$ cat src/rtl/ir_pkg.sv
// Shared widths, field positions and the decoded-field struct for the instruction queue/register.
package ir_pkg;

    localparam int FIELD_W = 4;
    localparam int NBIT    = 4 * FIELD_W;

    localparam int OPC_MSB = NBIT - 1;
    localparam int DA_MSB  = NBIT - FIELD_W - 1;
    localparam int AA_MSB  = NBIT - 2 * FIELD_W - 1;
    localparam int BA_MSB  = FIELD_W - 1;

    typedef struct packed {
        logic [FIELD_W-1:0] opcode;
        logic [FIELD_W-1:0] da;
        logic [FIELD_W-1:0] aa;
        logic [FIELD_W-1:0] ba;
    } ir_fields_t;

    function automatic ir_fields_t split_fields(input logic [NBIT-1:0] word);
        ir_fields_t f;
        f.opcode = word[OPC_MSB -: FIELD_W];
        f.da     = word[DA_MSB  -: FIELD_W];
        f.aa     = word[AA_MSB  -: FIELD_W];
        f.ba     = word[BA_MSB  -: FIELD_W];
        return f;
    endfunction

endpackage

$ cat src/rtl/ir_fifo.sv
// Circular instruction buffer with wrap-bit pointers; state changes on the falling clock edge.
module ir_fifo
    import ir_pkg::*;
#(
    parameter int NBIT  = ir_pkg::NBIT,
    parameter int DEPTH = 4
) (
    input  logic                     clk,
    input  logic                     reset,
    input  logic                     i_push,
    input  logic [NBIT-1:0]          i_wdata,
    input  logic                     i_pop,
    input  logic                     i_flush,
    output logic [NBIT-1:0]          o_rdata,
    output logic                     o_full,
    output logic                     o_empty,
    output logic [$clog2(DEPTH):0]   o_count
);

    localparam int AW = $clog2(DEPTH);
    localparam int PW = AW + 1;

    logic [NBIT-1:0] r_mem [DEPTH];
    logic [PW-1:0]   r_wr_ptr;
    logic [PW-1:0]   r_rd_ptr;
    logic            w_do_push;
    logic            w_do_pop;

    // Equal indices with differing wrap bits means the writer lapped the reader.
    assign o_empty   = (r_wr_ptr == r_rd_ptr);
    assign o_full    = (r_wr_ptr[AW] != r_rd_ptr[AW]) &&
                       (r_wr_ptr[AW-1:0] == r_rd_ptr[AW-1:0]);
    assign o_count   = r_wr_ptr - r_rd_ptr;
    assign o_rdata   = r_mem[r_rd_ptr[AW-1:0]];
    assign w_do_push = i_push && !o_full && !i_flush;
    assign w_do_pop  = i_pop && !o_empty && !i_flush;

    // Pointer update: flush rewinds both, otherwise push/pop advance independently.
    always_ff @(negedge clk or posedge reset) begin
        if (reset) begin
            r_wr_ptr <= '0;
            r_rd_ptr <= '0;
        end else if (i_flush) begin
            r_wr_ptr <= '0;
            r_rd_ptr <= '0;
        end else begin
            if (w_do_push) begin
                r_wr_ptr <= r_wr_ptr + PW'(1);
            end else begin
                r_wr_ptr <= r_wr_ptr;
            end
            if (w_do_pop) begin
                r_rd_ptr <= r_rd_ptr + PW'(1);
            end else begin
                r_rd_ptr <= r_rd_ptr;
            end
        end
    end

    // Storage write at the tail slot.
    always_ff @(negedge clk or posedge reset) begin
        if (reset) begin
            for (int i = 0; i < DEPTH; i++) begin
                r_mem[i] <= '0;
            end
        end else if (w_do_push) begin
            r_mem[r_wr_ptr[AW-1:0]] <= i_wdata;
        end else begin
            r_mem[r_wr_ptr[AW-1:0]] <= r_mem[r_wr_ptr[AW-1:0]];
        end
    end

endmodule

$ cat src/rtl/instr_queue_reg.sv
// Instruction queue feeding a holding register that presents opcode/DA/AA/BA to the control unit.
// Optional flush port and behaviour enabled by defining IR_FLUSH_EN.
module instr_queue_reg
    import ir_pkg::*;
#(
    parameter int NBIT  = ir_pkg::NBIT,
    parameter int FIELD = ir_pkg::FIELD_W,
    parameter int DEPTH = 4
) (
    input  logic                     clk,
    input  logic                     reset,
    input  logic [NBIT-1:0]          instr_in,
    input  logic                     instr_valid,
    output logic                     instr_ready,
    input  logic                     advance,
    output logic [FIELD-1:0]         opcode,
    output logic [FIELD-1:0]         DA,
    output logic [FIELD-1:0]         AA,
    output logic [FIELD-1:0]         BA,
    output logic                     ir_valid,
    output logic [$clog2(DEPTH)+1:0] occupancy
`ifdef IR_FLUSH_EN
    ,
    input  logic                     flush
`endif
);

    localparam int CW = $clog2(DEPTH) + 1;
    localparam int OW = $clog2(DEPTH) + 2;

    logic [NBIT-1:0] r_ir;
    logic            r_ir_valid;
    logic [NBIT-1:0] w_q_rdata;
    logic            w_q_full;
    logic            w_q_empty;
    logic [CW-1:0]   w_q_count;
    logic            w_flush;
    logic            w_push;
    logic            w_ir_empty_next;
    logic            w_load_head;
    logic            w_bypass;
    logic            w_q_push;

`ifdef IR_FLUSH_EN
    assign w_flush = flush;
`else
    assign w_flush = 1'b0;
`endif

    // Ready deliberately ignores a same-edge pop so it depends only on registered state.
    assign instr_ready     = !w_q_full && !w_flush;
    assign w_push          = instr_valid && instr_ready;
    assign w_ir_empty_next = !r_ir_valid || advance;
    assign w_load_head     = w_ir_empty_next && !w_q_empty && !w_flush;
    assign w_bypass        = w_ir_empty_next && w_q_empty && w_push;
    assign w_q_push        = w_push && !w_bypass;

    ir_fifo #(
        .NBIT  (NBIT),
        .DEPTH (DEPTH)
    ) u_fifo (
        .clk     (clk),
        .reset   (reset),
        .i_push  (w_q_push),
        .i_wdata (instr_in),
        .i_pop   (w_load_head),
        .i_flush (w_flush),
        .o_rdata (w_q_rdata),
        .o_full  (w_q_full),
        .o_empty (w_q_empty),
        .o_count (w_q_count)
    );

    // Holding register: queue head first, bypass when queue empty, fields held when drained.
    always_ff @(negedge clk or posedge reset) begin
        if (reset) begin
            r_ir       <= '0;
            r_ir_valid <= 1'b0;
        end else if (w_flush) begin
            r_ir       <= '0;
            r_ir_valid <= 1'b0;
        end else if (w_ir_empty_next) begin
            if (!w_q_empty) begin
                r_ir       <= w_q_rdata;
                r_ir_valid <= 1'b1;
            end else if (w_push) begin
                r_ir       <= instr_in;
                r_ir_valid <= 1'b1;
            end else begin
                r_ir       <= r_ir;
                r_ir_valid <= 1'b0;
            end
        end else begin
            r_ir       <= r_ir;
            r_ir_valid <= r_ir_valid;
        end
    end

    assign opcode    = r_ir[NBIT-1         -: FIELD];
    assign DA        = r_ir[NBIT-FIELD-1   -: FIELD];
    assign AA        = r_ir[NBIT-2*FIELD-1 -: FIELD];
    assign BA        = r_ir[FIELD-1:0];
    assign ir_valid  = r_ir_valid;
    assign occupancy = OW'(w_q_count) + OW'(r_ir_valid);

endmodule

$ cat config.mk
export PLATFORM = sky130hd
export DESIGN_NAME = instr_queue_reg
export DESIGN_NICKNAME = d
export VERILOG_FILES = /design/src/rtl/ir_pkg.sv /design/src/rtl/ir_fifo.sv /design/src/rtl/instr_queue_reg.sv
export SDC_FILE = /design/constraint.sdc
export NUM_CORES = 1
export LEC_CHECK = 0
export CAP_MARGIN = 20
export CORE_MARGIN = 10
export CORE_UTILIZATION = 55
export DETAILED_ROUTE_END_ITERATION = 10
export DONT_BUFFER_PORTS = 1
export GPL_TIMING_DRIVEN = 0
export PLACE_DENSITY = 0.71
export SYNTH_ARGS = -nofsm -noshare
export SYNTH_HDL_FRONTEND = slang
export SYNTH_SLANG_ARGS = --single-unit
$ cat constraint.sdc
create_clock -name clk -period 3.5 [get_ports clk]
set_clock_uncertainty 0.05 [all_clocks]
set_input_delay 0.7 -clock clk [delete_from_list [all_inputs] [get_ports clk]]
set_output_delay 0.7 -clock clk [all_outputs]
set_load 0.05 [all_outputs]
==> metrics list <==
- The run finished, with violations left.
- The checks that failed: negative setup slack.
- 1st-pass router iterations: 4
- For this configuration, the core starts out at a cell density of 57.5%.
- Number of antenna violations at the first check in global routing: 0
- Number of max-capacitance violations reported: 0
- Critical Path Max Stage Delay: 0.59 ns
- CTS saw 87 sinks.
* Count of port buffers added during placement: 0
- Setup repair after global routing could not meet its margin everywhere.
- DRC violations left: 0
* Ys async rst share: 100%
- GRT Total Usage: 19.2%
- Setup violations remaining at the end of the flow were counted as 22.
- After detailed routing, the number of vias per cell comes to 6.52.
- Antenna-violating nets left: 0
- After clock tree synthesis, the clock-pin slew on the worst setup and hold paths is 0.06 ns.
- In the final layout, the share of cells above drive strength 1 is 26.6%.
- The count of final max-slew check failures was 0.
* Biggest fanout along the worst timing path: 2
- Vias: 3242
- Dominant cell type by area after synthesis: sky130_fd_sc_hd__dfrtn_1
- The via count of the first global-routing pass is 3305.
* Wire length of the first global-routing pass: 18800 um
- Setup WS post-layout: -1.20 ns
- Measured against its own limit, the worst slew margin works out to 52.8%.
* Final Instance Count excl. Fillers: 497
- In the final design database the tool counted 420 nets.
- Latest clock arrival within the worst-skew pair: 0.35 ns
- Data on the critical path is required at its endpoint by 2.75 ns.
- Number of H-tree branching levels: 3
* Critical-path cell list: buf_12 > clkinvlp_4 > fa_2 > inv_2 > ha_4 > xnor2_4
- Synth top area cells: sky130_fd_sc_hd__dfrtn_1 48%, sky130_fd_sc_hd__mux4_2 11%, sky130_fd_sc_hd__a21oi_1 7.1%
- In this run, synthesis inferred 0 flip-flops with an integrated enable.
* Die Ht: 111 um
- The worst setup path is captured at an output port.
- The slowest stage of the critical path is the sky130_fd_sc_hd__fa_2 cell.
- Area overhead of the layout relative to synthesis: 19.4%
- Counting the fill cells in the layout gives 574.
* Count of state elements after synthesis: 87
* Path class of the lowest-slack min-delay path: reg2reg
- The floorplan has 32 rows.
- CTS tree: yes
* Yosys warning count: 0
- Worst Tran Pin Value: 0.708 ns
- Synthesis instantiated 35 different standard cells from the library.
- The worst setup path is launched from a register.
- The floorplan step defined a die boundary enclosing 12200 um2.
* Maximum root-to-sink buffer count: 2
* Synth Net Count: 396
- Final GP Congestion: 0.802
* Final cell utilization of the core: 68.6%
- Of the post-synthesis cell area, the dominant cell type holds 48.3%.
- The critical path in this run is classified as reg2out.
- Syn Std Cell Area: 4510 um2
- The die is 111 um wide.
- Summing all flip-flop and latch instances after layout gives 2180 um2.
- Number of design-rule violations left by the first detailed-router iteration: 236
* Main flop type after synthesis: sky130_fd_sc_hd__dfrtn_1
- Synthesized netlist cell count: 366
- The repair_antennas step left the layout with diodes totalling 0.
* DPL Wire Length: 7880 um
- Averaged over all synthesized cells, the footprint is 12.3 um2.
- STA puts the critical path data arrival time at 3.95 ns.
* Number of ports placed on the die boundary: 42
- In the final routed layout, each cell accounts on average for 23.8 um.
* CTS Root Buffer Type: sky130_fd_sc_hd__clkbuf_8
* Placeable core area: 7850 um2
- Total area of multi-input combinational cells: 2420 um2
* Placed Cells incl. Taps: 470
- Global route total overflow: 0
- Number of endpoints with negative hold slack in the final report: 0
- Sequential cells were found to cover 48.3% of the synthesized design area.
- The routed design has 11800 um of wire.
- Maximum number of pins on one net before global-route repair: 43
- Number of clock buffers inserted by TritonCTS: 9
per-layer routing:
| metal | up-vias | global-route usage (%) | part of all wire [%] | routed length (um) |
|---|---|---|---|---|
| met5 | - | 0 | 0 | 0 |
| li1 | 1397 | - | - | - |
| met1 | 1668 | 25.1 | 42 | 4960 |
| met3 | 15 | 5.08 | 8.7 | 1030 |
| met2 | 162 | 29.9 | 48 | 5660 |
| met4 | 0 | 7.43 | 1.5 | 177 |
cells in the mapped netlist (all sizes together) (2+ instances only):
cell,n
buf,14
nand2,6
inv,6
clkbuf,14
dfrtn,87
nor2,64
mux4,32
xnor2,6
o21ai,2
and3,15
a21oi,64
mux2i,16
a221o,15
nand3,3
ha,9
layout by cell type (no fill, tap or decap), drive strengths merged, types with 9 or more instances in the layout:
| cell | instances |
|---|---|
| a221o | 15 |
| dfrtn | 87 |
| mux2i | 16 |
| ha | 9 |
| nor2 | 64 |
| buf | 27 |
| mux4 | 32 |
| and3 | 15 |
| a21oi | 64 |
| clkbuf | 25 |
final timing paths:
path / startpoint / endpoint / slack (ns) / depth (start not counted)
max: u_fifo.r_wr_ptr[1] / occupancy[2] / -1.20 / 6
min: u_fifo.r_mem[45] / u_fifo.r_mem[45] / 0.44 / 2
max reg2reg: u_fifo.r_rd_ptr[1] / r_ir[8] / 1.15 / 10
min reg2reg: u_fifo.r_mem[45] / u_fifo.r_mem[45] / 0.44 / 2
max in group asynchronous: reset / u_fifo.r_mem[56] / 0.82 / 3
min in group asynchronous: reset / u_fifo.r_mem[43] / 1.78 / 1
area by class of cell:
cell class	instances	share of cell area [%]
Multi-Input combinational cell	245	45.0
Buffer	25	4.07
Clock buffer	11	2.63
Inverter	6	0.744
Tap cell	102	2.37
Timing Repair Buffer	16	2.84
Sequential cell	87	40.4
Clock inverter	5	1.95
stage by stage:
| stage | area, um2 | setup TNS (ns) | hold WS [ns] | setup slack [ns] |
|---|---|---|---|---|
| final | 5380 | -5.62 | 0.443 | -1.20 |
| after CTS | 5330 | -5.81 | 0.439 | -1.25 |
| after global placement | 4960 | -53.16 | 0.397 | -1.26 |
| after detailed placement | 5000 | -20.69 | 0.419 | -1.30 |
| after floorplan | 4840 | -10.21 | 0.386 | -1.04 |
| after global routing | 5380 | -6.18 | 0.457 | -1.26 |
sequential cells by signal, indices dropped and copies added (netlist names):
name             flops
u_fifo.r_wr_ptr      3
u_fifo.r_mem        64
r_ir                16
u_fifo.r_rd_ptr      3
ir_valid             1
worst max-delay path, delay by kind of cell (launching register included):
kind / cells / cell delay (ns)
adder cells (fa/ha/maj): 2 / 0.76
flip-flops: 1 / 0.48
XOR/XNOR: 1 / 0.35
buffers and inverters: 3 / 0.27
timing repair:
action                                  4_1_cts  5_1_grt
setup buffers                                 8        6
hold buffers                                  0        0
endpoints found under the setup margin       22       22
resized for setup                            12        2
pin swaps                                     7        6
endpoints found under the hold margin         0        0
cell families (layout without fill, tap and decap cells):
| logic type | Yosys count | after routing | synth area share, % |
|---|---|---|---|
| flip-flops | 87 | 87 | 48.3 |
| adder cells (fa/ha/maj) | 10 | 10 | 2.94 |
| AND/OR/NAND/NOR | 97 | 97 | 10.2 |
| AO/OA/AOI/OAI | 82 | 82 | 11.2 |
| multiplexers | 49 | 49 | 20.9 |
| buffers and inverters | 34 | 63 | 4.94 |
| XOR/XNOR | 7 | 7 | 1.53 |
Power is not shown: default switching activity piles up to over one toggle a cycle in this logic, so the estimate is an artifact.
